### src/rtl/uart_rx_deserializer.sv
// uart_rx_deserializer: oversampled UART receiver that pushes checked bytes upstream with event strobes.
// Optional UART_RX_MAJORITY_VOTE_EN: 3-sample majority vote per bit instead of a single mid-bit sample.
module uart_rx_deserializer #(
    parameter int OVERSAMPLE  = 16,
    parameter int DATA_W      = 8,
    parameter int SYNC_STAGES = 2
) (
    input  logic              clk_i,
    input  logic              rst_i,
    input  logic              rx_i,
    input  logic              baud_tick_i,
    input  logic              rx_en_i,
    input  logic              parity_en_i,
    input  logic              parity_odd_i,
    input  logic              stop2_i,
    input  logic              ufifo_full_i,
    output logic [DATA_W-1:0] data_o,
    output logic              push_o,
    output logic              rx_done_o,
    output logic              parity_err_o,
    output logic              bad_frame_o,
    output logic              overflow_o,
    output logic              busy_o
);
    localparam int CW  = $clog2(OVERSAMPLE);
    localparam int BW  = $clog2(DATA_W + 1);
    localparam int MID = OVERSAMPLE / 2 - 1;
`ifdef UART_RX_MAJORITY_VOTE_EN
    localparam int DEC = MID + 1;
`else
    localparam int DEC = MID;
`endif

    typedef enum logic [2:0] {IDLE, START, DATA, PARITY, STOP, STOP2, BREAK} state_t;

    state_t                 state_q, state_d;
    logic [SYNC_STAGES-1:0] sync_q, sync_d;
    logic                   rx_prev_q, rx_prev_d;
    logic [CW-1:0]          cnt_q, cnt_d;
    logic [BW-1:0]          bcnt_q, bcnt_d;
    logic [DATA_W-1:0]      sh_q, sh_d, data_q, data_d;
    logic                   pen_q, pen_d, podd_q, podd_d, stop2_q, stop2_d, pbad_q, pbad_d;
    logic                   push_q, push_d, done_q, done_d, perr_q, perr_d;
    logic                   bad_q, bad_d, ovf_q, ovf_d;
    logic                   rx_s, samp, bit_v, fin, good;
    logic [CW-1:0]          cnt_nx;

    assign rx_s   = sync_q[SYNC_STAGES-1];
    assign samp   = baud_tick_i && cnt_q == CW'(DEC);
    assign cnt_nx = (cnt_q == CW'(OVERSAMPLE - 1)) ? '0 : cnt_q + CW'(1);

`ifdef UART_RX_MAJORITY_VOTE_EN
    logic [1:0] v_q, v_d;
    always_comb begin
        v_d = v_q;
        if (baud_tick_i && cnt_q == CW'(MID - 1)) v_d[0] = rx_s;
        if (baud_tick_i && cnt_q == CW'(MID)) v_d[1] = rx_s;
    end
    always_ff @(posedge clk_i or posedge rst_i)
        if (rst_i) v_q <= 2'b11;
        else v_q <= v_d;
    assign bit_v = (v_q[0] & v_q[1]) | (v_q[0] & rx_s) | (v_q[1] & rx_s);
`else
    assign bit_v = rx_s;
`endif

    // Final stop-bit decision: second stop, or first stop when it ends the frame.
    assign fin  = rx_en_i && samp && (state_q == STOP2 || (state_q == STOP && !(bit_v && stop2_q)));
    assign good = !pbad_q && bit_v;

    always_comb begin
        state_d   = state_q;
        sync_d    = {sync_q[SYNC_STAGES-2:0], rx_i};
        rx_prev_d = rx_s;
        cnt_d     = (state_q == IDLE) ? '0 : baud_tick_i ? cnt_nx : cnt_q;
        bcnt_d    = bcnt_q;
        sh_d      = sh_q;
        pen_d     = pen_q;
        podd_d    = podd_q;
        stop2_d   = stop2_q;
        pbad_d    = pbad_q;
        push_d    = fin && good && !ufifo_full_i;
        done_d    = fin;
        perr_d    = fin && pbad_q;
        bad_d     = fin && !bit_v;
        ovf_d     = fin && good && ufifo_full_i;
        data_d    = push_d ? sh_q : data_q;
        if (fin && !bit_v) cnt_d = '0;
        case (state_q)
            IDLE: if (rx_en_i && rx_prev_q && !rx_s) begin
                state_d = START;
                pen_d   = parity_en_i;
                podd_d  = parity_odd_i;
                stop2_d = stop2_i;
                pbad_d  = 1'b0;
            end
            START: if (samp) begin
                state_d = bit_v ? IDLE : DATA;
                bcnt_d  = '0;
            end
            DATA: if (samp) begin
                sh_d   = {bit_v, sh_q[DATA_W-1:1]};
                bcnt_d = bcnt_q + BW'(1);
                if (bcnt_q == BW'(DATA_W - 1)) state_d = pen_q ? PARITY : STOP;
            end
            PARITY: if (samp) begin
                pbad_d  = ((^sh_q) ^ bit_v) != podd_q;
                state_d = STOP;
            end
            STOP: if (samp) state_d = !bit_v ? BREAK : stop2_q ? STOP2 : IDLE;
            STOP2: if (samp) state_d = bit_v ? IDLE : BREAK;
            BREAK: begin
                // Leave only after the line stays high across a whole tick interval.
                cnt_d = !rx_s ? '0 : baud_tick_i ? CW'(1) : cnt_q;
                if (rx_s && baud_tick_i && cnt_q != '0) state_d = IDLE;
            end
            default: state_d = IDLE;
        endcase
        if (!rx_en_i) state_d = IDLE;
    end

    always_ff @(posedge clk_i or posedge rst_i) begin
        if (rst_i) begin
            state_q   <= IDLE;
            sync_q    <= '1;
            rx_prev_q <= 1'b1;
            cnt_q     <= '0;
            bcnt_q    <= '0;
            sh_q      <= '0;
            data_q    <= '0;
            pen_q     <= 1'b0;
            podd_q    <= 1'b0;
            stop2_q   <= 1'b0;
            pbad_q    <= 1'b0;
            push_q    <= 1'b0;
            done_q    <= 1'b0;
            perr_q    <= 1'b0;
            bad_q     <= 1'b0;
            ovf_q     <= 1'b0;
        end else begin
            state_q   <= state_d;
            sync_q    <= sync_d;
            rx_prev_q <= rx_prev_d;
            cnt_q     <= cnt_d;
            bcnt_q    <= bcnt_d;
            sh_q      <= sh_d;
            data_q    <= data_d;
            pen_q     <= pen_d;
            podd_q    <= podd_d;
            stop2_q   <= stop2_d;
            pbad_q    <= pbad_d;
            push_q    <= push_d;
            done_q    <= done_d;
            perr_q    <= perr_d;
            bad_q     <= bad_d;
            ovf_q     <= ovf_d;
        end
    end

    assign data_o       = data_q;
    assign push_o       = push_q;
    assign rx_done_o    = done_q;
    assign parity_err_o = perr_q;
    assign bad_frame_o  = bad_q;
    assign overflow_o   = ovf_q;
    assign busy_o       = state_q != IDLE;
endmodule

### config.mk
export PLATFORM = sky130hd
export DESIGN_NAME = uart_rx_deserializer
export DESIGN_NICKNAME = d
export VERILOG_FILES = /design/src/rtl/uart_rx_deserializer.sv
export SDC_FILE = /design/constraint.sdc
export NUM_CORES = 1
export LEC_CHECK = 0
export BUFFER_PORTS_ARGS = -buffer_cell sky130_fd_sc_hd__buf_2
export CAP_MARGIN = 20
export CORE_MARGIN = 5
export CORE_UTILIZATION = 61
export DETAILED_ROUTE_END_ITERATION = 8
export PLACE_DENSITY_LB_ADDON = 0.05
export SYNTH_ARGS = -nofsm -noshare
export SYNTH_HDL_FRONTEND = slang
export SYNTH_SLANG_ARGS = --single-unit
### constraint.sdc
create_clock -name clk_i -period 5.9 [get_ports clk_i]
set_input_delay 1.77 -clock clk_i [delete_from_list [all_inputs] [get_ports clk_i]]
set_output_delay 1.77 -clock clk_i [all_outputs]
set_load 0.02 [all_outputs]
## Word level (Yosys, flattened, before mapping)

Cells that the tools add are included.

- Flip-flop bits (word level): 39
- Logic and storage cells: 103
- Input port bits: 9
- Output and inout bits: 14

- Add/sub/neg operators: 2
- Muxes and demuxes: 28
- Bitwise operators: 1
- Reductions and logical operators: 33
- Eq/ne operators: 23

Operators by type and width:

| kind | number |
|---|---|
| 3-bit 2-to-1 mux | 13 |
| 4-bit 2-to-1 mux | 9 |
| 3-bit != test (second input constant) | 8 |
| 3-bit one-hot mux with 7 select lines | 1 |
| 1-bit logical AND | 15 |
| 3-bit == test (second input constant) | 3 |
| 4-bit by 1-bit adder with 4-bit output (second input constant) | 2 |
| 4-bit by 3-bit == test with 1-bit output (second input constant) | 2 |
| 4-bit one-hot mux with 2 select lines | 1 |
| 8-bit AND reduction | 1 |
| 4-bit nonzero test | 2 |
| 8-bit XOR reduction | 1 |
| 3-bit by 2-bit == test with 1-bit output (second input constant) | 2 |
| 2-bit != test (second input constant) | 3 |
| 2-bit AND reduction | 3 |
| 3-bit AND reduction | 2 |
| 4-bit == test (second input constant) | 1 |
| 1-bit logical NOT | 4 |
| 2-bit nonzero test | 2 |
| 3-bit by 1-bit == test with 1-bit output (second input constant) | 1 |
| 3-bit logical NOT | 1 |
| 3-bit by 2-bit != test with 1-bit output (second input constant) | 1 |
| 3-bit nonzero test | 1 |
| 1-bit 2-to-1 mux | 2 |
| 6 further kinds | 6 |

## Depth between registers and ports, before layout

- Depth in word-level cells: 8
- Mapped depth: 7
- Depth with buffers taken out: 7

## Worst setup path before layout

Ideal clock, no wire load.

- Kind: input to register
- From: in baud_tick_i
- To: reg data_q[0] (netlist: data_o[0])
- Path slack: 2871 ps
- Path buffers: 0
- Library setup time: 125 ps
- Cell stages on the path: 5
- Data required time: 5775 ps
- Arrival: 2903 ps
- Path through: nand4b_4 > nor2_1 > nand2_1 > nor3_4 > mux2_4

- Cells in the longest elaborated chain, start to end: 5

RTL lines:

| item | RTL line | RTL |
|---|---|---|
| from (decl) | 11 | `input logic baud_tick_i,` |
| 1-bit logical AND | 49 | `assign samp = baud_tick_i && cnt_q == CW'(DEC);` |
| 1-bit logical AND (2 in series) | 68 | `assign fin = rx_en_i && samp && (state_q == STOP2 \|\| (state_q == STOP && !(bit_v && stop2_q)));` |
| 1-bit logical AND (2 in series) | 82 | `push_d = fin && good && !ufifo_full_i;` |
| via push_d | 43 | `logic push_q, push_d, done_q, done_d, perr_q, perr_d;` |
| to (signal assigned) | 147 | `data_q <= data_d;` |
| to (decl) | 41 | `logic [DATA_W-1:0] sh_q, sh_d, data_q, data_d;` |

The timed path passes the listed nets, and every way through them passes these cells.
A chain may end at the register's enable or synchronous reset.

## Worst setup path in the final report

- From: reg state_q[1]
- To: out busy_o

- Cells in the longest elaborated chain, start to end: 1

RTL lines:

| item | RTL line | RTL |
|---|---|---|
| from (decl) | 36 | `state_t state_q, state_d;` |
| from (signal assigned) | 141 | `state_q <= state_d;` |
| 3-bit nonzero test | 166 | `assign busy_o = state_q != IDLE;` |
| to (decl) | 23 | `output logic busy_o` |

No other way between the ends.

==> metrics.md <==
| Metric | Value |
|---|---|
| Status | `complete, no violations` |
| DR WL/cell | `14.0 um` |
| Worst-Margin Slew | `0.610 ns` |
| Synth Register Bits | `39` |
| Via count | `1352` |
| Worst relative slew slack | `0.592` |
| Yosys top cell area share | `0.464` |
| Pre-CTS setup slack | `2.48 ns` |
| Clock Pin Slew Worst Setup and Hold Paths | `0.11 ns` |
| TNS Setup | `0 ns` |
| Hold buffers post-CTS | `0` |
| Required time worst endpoint | `4.13 ns` |
| Core Area | `0.00305 mm^2` |
| CP max-delay cell | `dfrtp_1` |
| Minimum clock period after layout | `3.43 ns` |
| First-pass GRT wire length | `6.04 mm` |
| Final wirelength | `3.39 mm` |
| H-tree depth | `2` |
| Gpl congestion | `0.788` |
| Inserted Clock Buffers | `5` |
| Num ports | `23` |
| Fin. Hold Viols | `0` |
| HPWL after DPL | `2.41 mm` |
| Pwr per Cell Area | `313 mW/mm^2` |
| Comb power frac | `0.285` |
| Largest family of logic cells by synthesized area | `simple AND/OR/NAND/NOR gates` |
| Seq pwr share | `0.499` |
| Buf/Inv on CP | `1` |
| Syn Area/Cell | `11.2 um^2` |
| Sw power | `236 uW` |
| Synth Flop Type | `dfrtp_1` |
| Post-route ant nets | `0` |
| Share of cells above drive strength 1 | `0.294` |
| Max Buffers Root-to-Sink | `2` |
| Final nets | `208` |
| Synth Cell Area | `0.00194 mm^2` |
| R2R cell count | `5` |
| Root buffer cell | `clkbuf_4` |
| Final Max Tran Viols | `0` |
| Internal | `436 uW` |
| Worst Setup Start Kind | `flip-flop` |
| Vert. Die Dim | `66.4 um` |
| Synth area leaders | `dfrtp_1 46%, mux2_2 7.0%, mux2_4 6.2%` |
| Die W | `66.4 um` |
| Diode count | `0` |
| Routed vias/inst | `5.61` |
| RSZ-0062 raised after global routing | `no` |
| Max incr delay on CP | `0.61 ns` |
| GRT Util Overall | `0.184` |
| Layout area overhead | `10.6%` |
| CTS resizes | `0` |
| Vias in the first global route | `1325` |
| First DRT Iteration DRCs | `65` |
| Critical path type | `flip-flop to output pin` |
| Clock Sinks | `39` |
| Clock skew | `0.00708 ns` |
| Critical path endpoint category | `output pin` |
| FFs w/ async S/R, synth | `1.00` |
| Levels on crit path | `2` |
| Synthesized Nets | `185` |
| Floorplan row count | `20` |
| Clock share of power | `0.216` |
| TritonCTS clock tree | `built` |
| Filler cells | `229` |
| Net Sw Frac | `0.352` |
| Adder-cell share of the synthesized area | `0.0193` |
| Simple-Gate Fraction of Synth Area | `0.146` |
| Compound-Gate Fraction of Synth Area | `0.119` |
| Post-synthesis xor/xnor area fraction | `0.0406` |
| Final setup vio count | `0` |
| Max Cap Violations | `0` |
| Global route overflow | `0` |
| Crit path max fanout | `22` |
| Initial core utilization | `0.636` |
| Synth Instances | `173` |
| Synth Warn # | `0` |
| Post-CTS setup buffer count | `0` |
| Hold Path Stages | `0` |
| Fin worst setup slack | `2.47 ns` |
| Seq/Total Area, Yosys | `0.505` |
| Worst path cell trace | `or3_1 -> buf_2` |
| Worst-Skew Late Latency | `0.35 ns` |
| Worst EP arrival | `1.66 ns` |
| Port Buffers | `22` |
| Mux share of post-synthesis cell area | `0.137` |
| Initial antenna violation count | `0` |
| Top cell type by total area after synthesis | `dfrtp_1` |
| Number of synthesized flops with an enable pin | `0` |
| Worst hold-check path type | `flip-flop to flip-flop` |
| Netlist cell types | `39` |
| Family with the most delay on the worst path | `flip-flops` |
| Drt drc | `0` |
| Pin count of the biggest net entering global routing | `40` |
| Worst VDD drop | `0.174 mV` |
| Leakage | `0.00105 uW` |
| Fmax | `292 MHz` |
| Die ar. | `0.00441 mm^2` |
| Fin crit share | `0.581` |
| DR pass1 iterations | `4` |
[worst reg2reg max path: cells and delay by family, from the launching register on]
family | cells | cell delay, ns
AOI/OAI and AO/OA | 3 | 0.73
DFF | 1 | 0.61
and+or+nand+nor | 2 | 0.73
[worst paths after layout]
kind                                   startpoint  slack, ns                endpoint
setup / recovery           state_q[1]$_DFFE_PP0P_       2.47                  busy_o
hold / removal                sync_q[0]$_DFF_PP1_       0.36     sync_q[1]$_DFF_PP1_
setup reg to reg           state_q[1]$_DFFE_PP0P_       3.74  state_q[2]$_DFFE_PP0P_
hold reg to reg               sync_q[0]$_DFF_PP1_       0.36     sync_q[1]$_DFF_PP1_
max in group asynchronous                   rst_i       4.03     rx_prev_q$_DFF_PP1_
min in group asynchronous                   rst_i       1.51        push_o$_DFF_PP0_
[area by class of cell]
class | instances | area, um^2 | share of cell area
Multi-Input combinational cell | 119 | 896 | 0.417
Tap cell | 44 | 55.1 | 0.0257
Timing Repair Buffer | 23 | 118 | 0.0548
Sequential cell | 39 | 980 | 0.457
Clock buffer | 6 | 51.3 | 0.0239
Clock inverter | 2 | 16.3 | 0.00758
Inverter | 8 | 30.0 | 0.0140
[kinds of logic (layout without fill, tap and decap cells)]
logic type                 after synthesis  count (layout)
muxes                                   21              21
adders and majority gates                3               3
AOI/OAI and AO/OA                       37              37
DFF                                     39              39
and+or+nand+nor                         49              49
xor gates and xnor gates                 9               9
buffers and inverters                   15              39
[flip-flops by register name, summed over array words and instances, names as in the netlist]
| signal | flops |
|---|---|
| cnt_q | 4 |
| bcnt_q | 4 |
| data_o | 8 |
| overflow_o | 1 |
| pen_q | 1 |
| podd_q | 1 |
| pbad_q | 1 |
| rx_prev_q | 1 |
| push_o | 1 |
| bad_frame_o | 1 |
| sh_q | 8 |
| rx_done_o | 1 |
| sync_q | 2 |
| parity_err_o | 1 |
| state_q | 3 |
| stop2_q | 1 |
[cells in the final DEF, fill, tap and decap left out, types with 2 or more instances in the layout]
cell      synthesis  layout
a21boi_0          2       2
a21oi_1           9       9
a22o_1            3       3
a31oi_1           3       3
buf_2             1      22
clkbuf_4          0       5
dfrtp_1          36      36
dfstp_2           3       3
ha_1              3       3
inv_1             8       8
mux2_2           12      12
mux2_4            8       8
nand2_1          14      14
nand2b_1          3       3
nand3_1           8       8
nand3b_1          2       2
nand4_1           2       2
nor2_1            9       9
nor2b_1           2       2
o21ai_0          12      12
o31ai_1           2       2
xnor2_1           9       9
[through the flow]
stage	power [uW]	utilization	hold WS, ns	cell area (um^2)	cells
2_1_floorplan	495	-	0.345	1940	173
3_3_place_gp	517	0.681	0.347	2080	233
3_5_place_dp	528	0.681	0.349	2080	233
4_1_cts	675	0.703	0.365	2150	241
5_1_grt	720	0.703	0.372	2150	241
6_report	672	0.703	0.364	2150	241
[power groups by stage]
stage | logic, uW | clock network, uW | registers [uW]
after detailed placement | 190 | 0 | 339
final | 191 | 145 | 335
after floorplan | 185 | 0 | 310
after CTS | 192 | 150 | 333
after global routing | 216 | 164 | 340
after global placement | 181 | 0 | 336
[metal layers]
layer	vias up	track usage	part of all wire
li1	656	-	-
met1	660	0.241	0.46
met2	29	0.286	0.47
met3	7	0.0527	0.052
met4	0	0.0685	0.016
met5	-	0	0
[synthesized netlist by cell type, types with 2 or more instances]
| cell type | n |
|---|---|
| nand3_1 | 8 |
| a22o_1 | 3 |
| ha_1 | 3 |
| inv_1 | 8 |
| a21oi_1 | 9 |
| mux2_4 | 8 |
| clkbuf_1 | 5 |
| nand2_1 | 14 |
| a31oi_1 | 3 |
| nand2b_1 | 3 |
| nor2b_1 | 2 |
| o31ai_1 | 2 |
| nor2_1 | 9 |
| dfrtp_1 | 36 |
| a21boi_0 | 2 |
| dfstp_2 | 3 |
| o21ai_0 | 12 |
| xnor2_1 | 9 |
| nand3b_1 | 2 |
| nand4_1 | 2 |
| mux2_2 | 12 |
No activity file was read; power rests on OpenSTA's default activity.
